--- src/rtl/game_pkg.sv ---
// Shared types, widths and default timing constants for the game flow sequencer.
package game_pkg;

  typedef enum logic [1:0] {
    IDLE = 2'd0,
    PLAY = 2'd1,
    WIN  = 2'd2,
    LOSE = 2'd3
  } game_state_t;

  localparam int unsigned DEF_FRAMES_PER_SEC = 60;
  localparam int unsigned DEF_GAME_TIME      = 99;
  localparam int unsigned DEF_START_LIVES    = 3;
  localparam int unsigned DEF_INVULN_FRAMES  = 90;
  localparam int unsigned DEF_END_HOLD_SEC   = 5;

  localparam int unsigned TIME_W  = 8;
  localparam int unsigned LIVES_W = 3;

  typedef logic [TIME_W-1:0]  time_t;
  typedef logic [LIVES_W-1:0] lives_t;

  // Bits needed for a counter spanning 0..n-1 (at least one bit).
  function automatic int unsigned cnt_width(input int unsigned n);
    return (n > 1) ? $clog2(n) : 1;
  endfunction

endpackage

--- src/rtl/game_flow_controller_if.sv ---
// Event inputs from collision/frame logic and status outputs toward the overlay mux.
interface game_flow_controller_if;
  import game_pkg::*;

  logic   startOfFrame;
  logic   start_key;
  logic   player_hit;
  logic   exit_reached;
  logic   winner;
  logic   loser;
  logic   game_active;
  logic   invulnerable;
  logic   one_sec_tick;
  time_t  time_left;
  lives_t lives;

  modport master (
    output startOfFrame, start_key, player_hit, exit_reached,
    input  winner, loser, game_active, invulnerable, one_sec_tick, time_left, lives
  );

  modport slave (
    input  startOfFrame, start_key, player_hit, exit_reached,
    output winner, loser, game_active, invulnerable, one_sec_tick, time_left, lives
  );

endinterface

--- src/rtl/frame_sec_divider.sv ---
// Counts start-of-frame pulses and emits a registered one-cycle tick every second.
module frame_sec_divider
  import game_pkg::*;
#(
  parameter int unsigned FRAMES_PER_SEC = DEF_FRAMES_PER_SEC
) (
  input  logic clk,
  input  logic rst_n,
  input  logic sof_i,
  input  logic clr_i,
  output logic tick_o
);

  localparam int unsigned CNT_W = cnt_width(FRAMES_PER_SEC);

  logic [CNT_W-1:0] cnt_q, cnt_d;
  logic             tick_q, tick_d;
  logic             wrap_c;

  // Clear restarts a full second and suppresses a coincident wrap.
  always_comb begin
    cnt_d  = cnt_q;
    tick_d = 1'b0;
    wrap_c = (cnt_q == CNT_W'(FRAMES_PER_SEC - 1));
    if (clr_i) begin
      cnt_d = '0;
    end else if (sof_i) begin
      if (wrap_c) begin
        cnt_d  = '0;
        tick_d = 1'b1;
      end else begin
        cnt_d = cnt_q + CNT_W'(1);
      end
    end
  end

  always_ff @(posedge clk or negedge rst_n) begin
    if (!rst_n) begin
      cnt_q  <= '0;
      tick_q <= 1'b0;
    end else begin
      cnt_q  <= cnt_d;
      tick_q <= tick_d;
    end
  end

  assign tick_o = tick_q;

endmodule

--- src/rtl/game_flow_controller.sv ---
// IDLE/PLAY/WIN/LOSE sequencer: lives, countdown, hit immunity and end-screen hold.
module game_flow_controller
  import game_pkg::*;
#(
  parameter int unsigned FRAMES_PER_SEC = DEF_FRAMES_PER_SEC,
  parameter int unsigned GAME_TIME      = DEF_GAME_TIME,
  parameter int unsigned START_LIVES    = DEF_START_LIVES,
  parameter int unsigned INVULN_FRAMES  = DEF_INVULN_FRAMES,
  parameter int unsigned END_HOLD_SEC   = DEF_END_HOLD_SEC
) (
  input  logic                   clk,
  input  logic                   resetN,
  game_flow_controller_if.slave  gf
);

  localparam int unsigned INV_W  = cnt_width(INVULN_FRAMES + 1);
  localparam int unsigned HOLD_W = cnt_width(END_HOLD_SEC);

  game_state_t       state_q, state_d;
  logic              start_q;
  lives_t            lives_q, lives_d;
  time_t             time_q, time_d;
  logic [INV_W-1:0]  inv_q, inv_d;
  logic [HOLD_W-1:0] hold_q, hold_d;
  logic              winner_q, loser_q, active_q, invuln_q;
  logic              sec_tick;
  logic              start_rise_c;
  logic              game_start_c;

  assign start_rise_c = gf.start_key & ~start_q;
  assign game_start_c = (state_q == IDLE) && start_rise_c;

  frame_sec_divider #(
    .FRAMES_PER_SEC (FRAMES_PER_SEC)
  ) u_sec_div (
    .clk    (clk),
    .rst_n  (resetN),
    .sof_i  (gf.startOfFrame),
    .clr_i  (game_start_c),
    .tick_o (sec_tick)
  );

  // Next-state and counter updates; exit outranks a lethal hit, which outranks timeout.
  always_comb begin
    state_d = state_q;
    lives_d = lives_q;
    time_d  = time_q;
    inv_d   = inv_q;
    hold_d  = hold_q;

    case (state_q)
      IDLE: begin
        inv_d  = '0;
        hold_d = '0;
        if (start_rise_c) state_d = PLAY;
      end

      PLAY: begin
        if (gf.exit_reached) begin
          state_d = WIN;
          inv_d   = '0;
          hold_d  = '0;
        end else begin
          if (gf.player_hit && (inv_q == '0)) begin
            if (lives_q != '0) lives_d = lives_q - LIVES_W'(1);
            inv_d = INV_W'(INVULN_FRAMES);
          end else if (gf.startOfFrame && (inv_q != '0)) begin
            inv_d = inv_q - INV_W'(1);
          end
          if (sec_tick && (time_q != '0)) time_d = time_q - TIME_W'(1);
          if ((lives_d == '0) || (time_d == '0)) begin
            state_d = LOSE;
            inv_d   = '0;
            hold_d  = '0;
          end
        end
      end

      WIN, LOSE: begin
        if (sec_tick) begin
          if (hold_q == HOLD_W'(END_HOLD_SEC - 1)) begin
            state_d = IDLE;
            hold_d  = '0;
          end else begin
            hold_d = hold_q + HOLD_W'(1);
          end
        end
      end

      default: state_d = IDLE;
    endcase

    // Reload the game budget whenever IDLE is (re)entered.
    if (state_d == IDLE) begin
      lives_d = LIVES_W'(START_LIVES);
      time_d  = TIME_W'(GAME_TIME);
    end
  end

  always_ff @(posedge clk or negedge resetN) begin
    if (!resetN) begin
      state_q  <= IDLE;
      start_q  <= 1'b0;
      lives_q  <= LIVES_W'(START_LIVES);
      time_q   <= TIME_W'(GAME_TIME);
      inv_q    <= '0;
      hold_q   <= '0;
      winner_q <= 1'b0;
      loser_q  <= 1'b0;
      active_q <= 1'b0;
      invuln_q <= 1'b0;
    end else begin
      state_q  <= state_d;
      start_q  <= gf.start_key;
      lives_q  <= lives_d;
      time_q   <= time_d;
      inv_q    <= inv_d;
      hold_q   <= hold_d;
      winner_q <= (state_d == WIN);
      loser_q  <= (state_d == LOSE);
      active_q <= (state_d == PLAY);
      invuln_q <= (inv_d != '0);
    end
  end

  assign gf.winner       = winner_q;
  assign gf.loser        = loser_q;
  assign gf.game_active  = active_q;
  assign gf.invulnerable = invuln_q;
  assign gf.one_sec_tick = sec_tick;
  assign gf.time_left    = time_q;
  assign gf.lives        = lives_q;

endmodule

--- src/flat_wrapper.sv ---
// flat-port wrapper written by rule: the top's interface ports become plain ports
module game_flow_controller_flat import game_pkg::*;
#(
  parameter int unsigned FRAMES_PER_SEC = DEF_FRAMES_PER_SEC,
  parameter int unsigned GAME_TIME      = DEF_GAME_TIME,
  parameter int unsigned START_LIVES    = DEF_START_LIVES,
  parameter int unsigned INVULN_FRAMES  = DEF_INVULN_FRAMES,
  parameter int unsigned END_HOLD_SEC   = DEF_END_HOLD_SEC
)
  (clk, resetN, gf_startOfFrame, gf_start_key, gf_player_hit, gf_exit_reached, gf_winner, gf_loser, gf_game_active, gf_invulnerable, gf_one_sec_tick, gf_time_left, gf_lives);
  game_flow_controller_if gf_i ();
  input  logic clk;
  input  logic resetN;
  input wire logic [$bits(gf_i.startOfFrame)-1:0] gf_startOfFrame;
  input wire logic [$bits(gf_i.start_key)-1:0] gf_start_key;
  input wire logic [$bits(gf_i.player_hit)-1:0] gf_player_hit;
  input wire logic [$bits(gf_i.exit_reached)-1:0] gf_exit_reached;
  output wire logic [$bits(gf_i.winner)-1:0] gf_winner;
  output wire logic [$bits(gf_i.loser)-1:0] gf_loser;
  output wire logic [$bits(gf_i.game_active)-1:0] gf_game_active;
  output wire logic [$bits(gf_i.invulnerable)-1:0] gf_invulnerable;
  output wire logic [$bits(gf_i.one_sec_tick)-1:0] gf_one_sec_tick;
  output wire logic [$bits(gf_i.time_left)-1:0] gf_time_left;
  output wire logic [$bits(gf_i.lives)-1:0] gf_lives;
  assign gf_i.startOfFrame = gf_startOfFrame;
  assign gf_i.start_key = gf_start_key;
  assign gf_i.player_hit = gf_player_hit;
  assign gf_i.exit_reached = gf_exit_reached;
  assign gf_winner = gf_i.winner;
  assign gf_loser = gf_i.loser;
  assign gf_game_active = gf_i.game_active;
  assign gf_invulnerable = gf_i.invulnerable;
  assign gf_one_sec_tick = gf_i.one_sec_tick;
  assign gf_time_left = gf_i.time_left;
  assign gf_lives = gf_i.lives;
  game_flow_controller #(.FRAMES_PER_SEC(FRAMES_PER_SEC), .GAME_TIME(GAME_TIME), .START_LIVES(START_LIVES), .INVULN_FRAMES(INVULN_FRAMES), .END_HOLD_SEC(END_HOLD_SEC)) u_core (.clk(clk), .resetN(resetN), .gf(gf_i));
endmodule
--- config.mk ---
export PLATFORM = sky130hd
export DESIGN_NAME = game_flow_controller_flat
export DESIGN_NICKNAME = d
export VERILOG_FILES = /design/src/rtl/game_pkg.sv /design/src/rtl/game_flow_controller_if.sv /design/src/rtl/frame_sec_divider.sv /design/src/rtl/game_flow_controller.sv /design/src/flat_wrapper.sv
export SDC_FILE = /design/constraint.sdc
export NUM_CORES = 1
export LEC_CHECK = 0
export CORE_MARGIN = 1
export CORE_UTILIZATION = 57
export CTS_CLUSTER_SIZE = 12
export DETAILED_ROUTE_END_ITERATION = 10
export HOLD_SLACK_MARGIN = 0.05
export PLACE_DENSITY_LB_ADDON = 0.1
export SETUP_SLACK_MARGIN = 0.5
export SKIP_CTS_REPAIR_TIMING = 1
export SLEW_MARGIN = 15
export SYNTH_ARGS = -nofsm -noshare
export SYNTH_HDL_FRONTEND = slang
export SYNTH_SLANG_ARGS = --single-unit
--- constraint.sdc ---
create_clock -name clk -period 3.3 [get_ports clk]
set_input_delay 0.33 -clock clk [delete_from_list [all_inputs] [get_ports clk]]
set_output_delay 0.33 -clock clk [all_outputs]
set_load 0.03 [all_outputs]
==> results of run 1 <==
==> layout by cell type (no fill, tap or decap), types with 3 or more instances in the layout <==
cell and count:
nor2_1 34, o21ai_1 5, ha_1 9, inv_1 18, o211ai_1 5, a21oi_1 15, mux2i_1 6, a211oi_1 3
xnor2_1 6, nor2b_1 4, a211o_1 3, nand4_1 6, nor3_1 8, a31oi_1 5, clkbuf_8 6, nor4b_1 4
nand3_1 9, buf_4 4, o21ai_0 7, dfrtp_1 29, dfstp_2 6, nand2_1 31, clkdlybuf4s50_1 21
==> stage by stage <==
step	cells	hold WS [ns]	instance area, µm²	power [mW]
global route	329	0.498	2560	1.79
floorplan	260	0.0344	2240	1.15
detailed placement	321	0.526	2470	1.35
global placement	321	0.513	2470	1.34
CTS	329	0.470	2560	1.68
finish	329	0.444	2560	1.68
==> final timing paths <==
kind	from	endpoint	slack (ns)
setup / recovery	u_core.inv_q[0]	u_core.gf.invulnerable	0.66
hold / removal	resetN	u_core.gf.time_left[2]	0.44
setup reg to reg	u_core.inv_q[0]	u_core.gf.invulnerable	0.66
hold reg to reg	u_core.gf.time_left[1]	u_core.gf.time_left[1]	0.53
max in group asynchronous	resetN	u_core.gf.time_left[6]	2.51
min in group clk	gf_start_key	u_core.start_q	0.52
==> logic make-up after synthesis <==
family	share of synthesized area [%]
compound gates	17.7
simple gates	25.3
xor+xnor	3.13
fa+ha+maj	5.03
mux	3.18
flops	39.4
buf+inv	6.26
==> power breakdown <==
part	internal (mW)	leakage [nW]	switching (mW)
logic	0.294	0.590	0.381
registers	0.542	0.438	0.134
clock network	0.168	0.0482	0.157
==> cell type report <==
cell class	count	area (µm²)	share of cell area, %
Clock buffer	7	86.3	3.37
Clock inverter	1	5.00	0.196
Inverter	18	67.6	2.64
Multi-Input combinational cell	195	1220	47.5
Sequential cell	35	883	34.5
Tap cell	48	60.1	2.35
Timing Repair Buffer	25	240	9.39
==> registers in the layout, summed over array words and instances (netlist names) <==
| name | count |
|---|---|
| u_core.gf.time_left | 8 |
| u_core.inv_q | 7 |
| u_core.u_sec_div.cnt_q | 6 |
| u_core.gf.lives | 3 |
| u_core.hold_q | 3 |
| u_core.state_q | 2 |
| u_core.gf.game_active | 1 |
| u_core.gf.invulnerable | 1 |
| u_core.gf.loser | 1 |
| u_core.gf.winner | 1 |
| u_core.start_q | 1 |
| u_core.u_sec_div.tick_o | 1 |
==> metal layers <==
layer	track usage (%)	vias up
met3	4.75	8
met1	35.3	902
li1	-	958
met5	0	-
met4	7.50	0
met2	41.6	61
==> metrics, run 1 <==
Final Util 68.9%; Mapped Cells 260; # Max-Cap Violations 0; P&R area growth vs syn 14.2%; Hold WC Path Type input pin to asynchronous set/reset pin; sequential element share of the synthesized area 39.4%; vias in the first global route 1772; Slew Viols, Final 0; setup violators final 0; Synth Register Bits 35; Core Area 3720 µm²; Setup TNS 0 ns; DR WL/cell 14.6 µm; antenna violations before repair 0; Placer Congestion 0.950; relative slew slack 59.1%; Tot GR Track Use 25.8%; CTS Sinks 35; Crit path top cell by count a211o_1; Antenna diodes 0; CP Data Arrival Time 2.82 ns; post-route DRC violation count 0; Final Cycle Share 80.1%; CP peak stage delay 0.45 ns; Final WS setup 0.656 ns; I/O Buffers 21; R2R cell count 8; antenna-violating nets left 0; distinct cell type count after synthesis 54; placed wire-length estimate 3470 µm; syn nets 275; mapped cell area 2240 µm²; # IOs 22; pin count of the biggest net entering global routing 36; RSZ-0062 raised after global routing no; depth of the CTS H-tree 2; Worst Path Required 3.47 ns; Max Freq 378 MHz; Power Density 655 nW/µm²; M1 wire length 2230 µm; Critical Path Fanout Max 6; Buf/Inv on CP 1; final hold vios 0; layout cells sized above 1 9.96%; type of the worst setup path flop to flop; fillers 301; top-area cell type share of the netlist area 32.4%; total gr overflow 0; DR top layer met4; peak supply drop 0.444 mV; Worst Setup Slack post-DPL 0.687 ns; Initial DRC Count 191; YS warnings 0; crit start category flop; cell accounting for the most synthesized area dfrtp_1; crit end category flop; Die ar. 4180 µm²; TritonCTS clock tree built; Post-Route WL 4810 µm; DR WL met2 2230 µm; global-route wire length before repair 8250 µm; mean post-synth cell area 8.61 µm²; Setup Skew 0.00519 ns; number of vias per cell 5.86; Nets 295; clock latency on the worst-skew pair 0.29 ns; ranking of synthesized cells by area dfrtp_1 (32%), dfstp_2 (7.0%), nor2_1 (5.7%); Horiz. Die Dim 64.7 µm; Worst path top cell family by delay simple AND/OR/NAND/NOR gates; Worst-path clk slew 0.07 ns; TritonCTS Buffers 5; fin crit period 2.64 ns; Lkg Pwr 1.08 nW; router iterations before antenna repair 4; status finished, final reports clean; Crit-path slowest cell dfrtp_1; actual slew at the worst max-slew pin 0.613 ns; Die Height 64.7 µm; top-count cell post-synth nor2_1; Worst path depth 8; Synth async-reset ratio 100%; WL met3 282 µm; top cells by count, synth nor2_1 (34), nand2_1 (31), dfrtp_1 (29), inv_1 (18), a21oi_1 (15); Initial Utilization 60.3%; # rows 22; CP cell instances inv_1 -> ha_1 -> nor2b_1 -> nand4_1 -> mux2i_1 -> nor3_4 -> a211o_1 -> a211o_1; number of enable flip-flop cells after synthesis 0; clk root buf clkbuf_8; Post-synth top flop dfrtp_1; Clock Path Buffers 2; DR vias 1929
Power figures use the tool's default switching activity.
==> run 2: changes to the inputs <==
CORE_UTILIZATION = 51   (was 57)
clock period = 2.39 ns   (was 3.3 ns; I/O delays follow)
==> metrics, run 2 (synthesis results as in run 1) <==
post-route DRC violation count 0 (unchanged); crit end category flop; TritonCTS Buffers 5 (unchanged); number of vias per cell 5.78 (-1.5%); RSZ-0062 raised after global routing yes; most frequent cells in the layout buf_4 (34), nor2_1 (33), nand2_1 (28); Nets 326 (+11%); # IOs 22 (unchanged); Clk pwr share 16.3% (-3.1 points); Initial DRC Count 172 (-9.9%); Tot GR Track Use 23.9% (-1.9 points); Die Height 68.3 µm (+5.5%); clock latency on the worst-skew pair 0.29 ns (about the same); clk root buf clkbuf_8; layout cells sized above 1 28.5% (+19 points); final hold vios 0 (unchanged); # rows 23 (+4.5%); DR WL/cell 15.1 µm (+3.4%); Post-Route WL 5480 µm (+14%); DP Area 2630 µm² (+6.4%); Die ar. 4660 µm² (+11%); Initial Utilization 54.4% (-5.8 points); P&R area growth vs syn 32.1%; Setup TNS 0 ns (unchanged); Horiz. Die Dim 68.3 µm (+5.5%); antenna-violating nets left 0 (unchanged); actual slew at the worst max-slew pin 0.554 ns (-0.0591 ns); global-route wire length before repair 8200 µm (-0.67%); Worst-path clk slew 0.07 ns (about the same); Lkg Pwr 1.24 nW (+16%); Final Util 71.9% (+3.1 points); most common cell after layout, fill and taps aside buf_4; setup violators final 0 (unchanged); crit start category flop; Max Freq 429 MHz (+13%); Sequential Power Share 35.6% (-4.7 points); NetSw 1.02 mW (+52%); vias in the first global route 1762 (-0.56%); Final Cycle Share 97.6% (+17 points); Worst Path Required 2.56 ns (-0.91 ns); Setup Skew 0.00900 ns (+0.00382 ns); total gr overflow 0 (unchanged); placed wire-length estimate 3680 µm (+6.1%); pin count of the biggest net entering global routing 36 (unchanged); relative slew slack 62.5% (+3.4 points); peak supply drop 0.571 mV (+29%); dpl cells 341 (+6.2%); Power Density 865 nW/µm² (+32%); # Max-Cap Violations 0 (unchanged); Worst Setup Slack post-DPL -0.0123 ns (-0.699 ns); Slew Viols, Final 0 (unchanged); CTS Sinks 35 (unchanged); depth of the CTS H-tree 2 (unchanged); non-filler instance count after layout 362 (+10%); DR vias 2091 (+8.4%); sw frac 39.8% (-0.26 points); Clock Path Buffers 2 (unchanged); combinational share of power 48.1% (+7.8 points); Internal Power 1.54 mW (+53%); Critical Path Fanout Max 6 (unchanged); I/O Buffers 21 (unchanged); Antenna diodes 0 (unchanged); final std cell area, no fill 2960 µm² (+16%); Core Area 4120 µm² (+11%); antenna violations before repair 0 (unchanged); fin crit period 2.33 ns (-0.311 ns); Final WS setup 0.0573 ns (-0.599 ns); Placer Congestion 0.984 (+3.6%); TritonCTS clock tree built; CP Data Arrival Time 2.50 ns (-0.32 ns); number of flip-flops in the largest register 8 (unchanged); router iterations before antenna repair 5 (+1); Hold WC Path Type input pin to asynchronous set/reset pin; status finished, final reports clean; R2R cell count 7 (-1); type of the worst setup path flop to flop
==> run 2: cell types whose count changed in the layout (fill, tap and decap cells not counted), sizes merged <==
cell / before / now
dlymetal6s2s: 0 / 2
clkdlybuf4s50: 21 / 19
clkinvlp: 0 / 1
buf: 4 / 35
inv: 18 / 17
==> run 2: worst paths after layout <==
check                                            start                      to  slack [ns]
max in group asynchronous                       resetN  u_core.gf.time_left[3]        1.67
worst min register to register        u_core.hold_q[1]        u_core.hold_q[1]        0.52
worst min-delay path                            resetN  u_core.gf.time_left[4]        0.36
min in group clk                          gf_start_key          u_core.start_q        0.41
worst max register to register  u_core.gf.time_left[1]  u_core.gf.invulnerable        0.06
worst max-delay path            u_core.gf.time_left[1]  u_core.gf.invulnerable        0.06
==> run 2: area by class of cell <==
type	count	area, µm²
Tap cell	50	62.6
Multi-Input combinational cell	195	1370
Clock inverter	1	5.00
Sequential cell	35	888
Timing Repair Buffer	56	482
Fill cell	317	1160
Inverter	18	71.3
Clock buffer	7	76.3
==> run 2: worst max-delay path, stage by stage, from the launching register on <==
cell	delay, ns
dfstp_2	0.38
or4b_4	0.57
a31oi_4	0.20
xnor2_1	0.17
and4_4	0.32
nor3_4	0.05
a211o_1	0.26
a211o_1	0.26
==> run 2: stage by stage <==
stage,total power [mW],hold WS [ns]
floorplan,1.59,-0.0566
global placement,1.98,0.506
detailed placement,1.99,0.510
CTS,2.42,0.369
global route,2.74,0.399
finish,2.56,0.359
==> run 2: power by group through the flow <==
stage | Clock [mW] | Combinational [mW] | Sequential [mW]
5_1_grt | 0.456 | 1.35 | 0.933
6_report | 0.417 | 1.23 | 0.911
4_1_cts | 0.440 | 1.08 | 0.903
2_1_floorplan | 0 | 0.625 | 0.969
3_5_place_dp | 0 | 1.07 | 0.913
3_3_place_gp | 0 | 1.07 | 0.910
==> run 2: metal layers <==
layer	wire (µm)	track usage, %	up-vias
li1	-	-	1024
met1	2470	32.4	987
met2	2590	36.3	74
met3	347	6.17	6
met4	59	9.11	0
met5	0	0	-
==> run 3: changes to the inputs <==
ABC_CLOCK_PERIOD_IN_PS = 2390   (was default)
TNS_END_PERCENT = 20   (was default)
==> metrics, run 3 (synthesis results as in run 1) <==
status finished, final reports clean; Critical Path Fanout Max 6 (unchanged); P&R area growth vs syn 27.9%; layout cells sized above 1 24.6% (-3.9 points); Final Cycle Share 99.1% (+1.5 points); Worst-path clk slew 0.08 ns (about the same); antenna violations before repair 0 (unchanged); relative slew slack 66.3% (+3.7 points); Core Area 4120 µm² (unchanged); global-route wire length before repair 8410 µm (+2.6%); Power Density 871 nW/µm² (+0.64%); crit start category flop; Horiz. Die Dim 68.3 µm (unchanged); I/O Buffers 21 (unchanged); fillers 316 (-0.32%); clock latency on the worst-skew pair 0.28 ns (about the same); DR vias 2035 (-2.7%); Antenna diodes 0 (unchanged); CP Data Arrival Time 2.54 ns (+0.04 ns); Placer Congestion 1.00 (+1.8%); placed wire-length estimate 3620 µm (-1.5%); fin crit period 2.37 ns (+0.0349 ns); number of flip-flops in the largest register 8 (unchanged); final hold vios 0 (unchanged); RSZ-0062 raised after global routing yes; post-route DRC violation count 0 (unchanged); Slew Viols, Final 0 (unchanged); actual slew at the worst max-slew pin 0.504 ns (-0.0505 ns); Die Height 68.3 µm (unchanged); crit end category flop; # Max-Cap Violations 0 (unchanged); TritonCTS Buffers 5 (unchanged); pin count of the biggest net entering global routing 36 (unchanged); Lkg Pwr 1.20 nW (-3.5%); number of vias per cell 5.73 (-0.76%); Hold WC Path Type input pin to asynchronous set/reset pin; Initial DRC Count 156 (-9.3%); vias in the first global route 1757 (-0.28%); type of the worst setup path flop to flop; most frequent cells in the layout nor2_1 (30), nand2_1 (30), buf_4 (28); Clock Path Buffers 2 (unchanged); setup violators final 0 (unchanged); antenna-violating nets left 0 (unchanged); Initial Utilization 54.4% (unchanged); Post-Route WL 5410 µm (-1.2%); peak supply drop 0.560 mV (-1.9%); Nets 319 (-2.1%); # IOs 22 (unchanged); Final Util 69.6% (-2.3 points); # rows 23 (unchanged); TritonCTS clock tree built; Max Freq 422 MHz (-1.5%); DR WL/cell 15.2 µm (+0.78%); Tot GR Track Use 24.3% (+0.39 points); total gr overflow 0 (unchanged); CTS Sinks 35 (unchanged); depth of the CTS H-tree 2 (unchanged); router iterations before antenna repair 4 (-1); Worst Path Required 2.56 ns (about the same); clk root buf clkbuf_8; overall power 2.49 mW (-2.6%); Die ar. 4660 µm² (unchanged); Setup Skew 0.0107 ns (+0.00167 ns)
==> run 3: cell count changes in the layout (fill, tap and decap cells not counted), sizes merged <==
cell	before	now
clkdlybuf4s50	19	20
inv	17	18
buf	35	28
dlymetal6s2s	2	1
clkinvlp	1	0
==> run 3: report_power, final <==
part	switching [mW]	leakage (nW)	internal, mW	total, mW
Sequential	0.165	0.433	0.748	0.914
Combinational	0.623	0.726	0.541	1.16
Clock	0.212	0.0422	0.205	0.416
Total	1.00	1.20	1.49	2.49
==> run 3: worst paths after layout <==
kind / slack (ns) / depth (start not counted) / from / endpoint
hold reg to reg: 0.52 / 2 / u_core.hold_q[1] / u_core.hold_q[1]
setup / recovery: 0.02 / 7 / u_core.gf.time_left[1] / u_core.gf.invulnerable
min in group clk: 0.43 / 1 / gf_start_key / u_core.start_q
max in group asynchronous: 1.67 / 2 / resetN / u_core.u_sec_div.tick_o
setup reg to reg: 0.02 / 7 / u_core.gf.time_left[1] / u_core.gf.invulnerable
hold / removal: 0.37 / 2 / resetN / u_core.gf.time_left[4]
==> run 3: worst max-delay path, cell delays in order (launching register included) <==
cell	delay, ns
dfstp_2	0.39
or4b_4	0.58
nor3_4	0.13
mux2i_1	0.27
and4_4	0.31
nor3_4	0.05
a211o_1	0.27
a211o_1	0.26
==> run 3: area by class of cell <==
cell class,instances,area (µm²),share of cell area (%)
multi-input combinational,195,1340,46.9
sequential,35,887,31.0
timing repair buffer,49,423,14.8
clock buffer,7,76.3,2.66
inverter,18,67.6,2.36
tap,50,62.6,2.18
clock inverter,1,5.00,0.175
==> run 3: stage by stage <==
stage	setup slack, ns	hold WS [ns]	cells	area (µm²)	TNS [ns]
6_report	0.0224	0.366	355	2860	0
5_1_grt	-0.0665	0.428	355	2860	-0.0665
4_1_cts	-0.0377	0.371	350	2710	-0.0377
3_5_place_dp	-0.00172	0.514	342	2630	-0.00172
3_3_place_gp	0.0320	0.502	342	2630	0
2_1_floorplan	-0.103	-0.0566	260	2250	-0.103
==> run 3: metal layers <==
layer / global-route usage, % / vias up / wire length [µm]
li1: - / 1005 / -
met2: 35.2 / 62 / 2510
met4: 7.03 / 0 / 29
met1: 35.9 / 966 / 2620
met5: 0 / - / 0
met3: 5.17 / 2 / 254
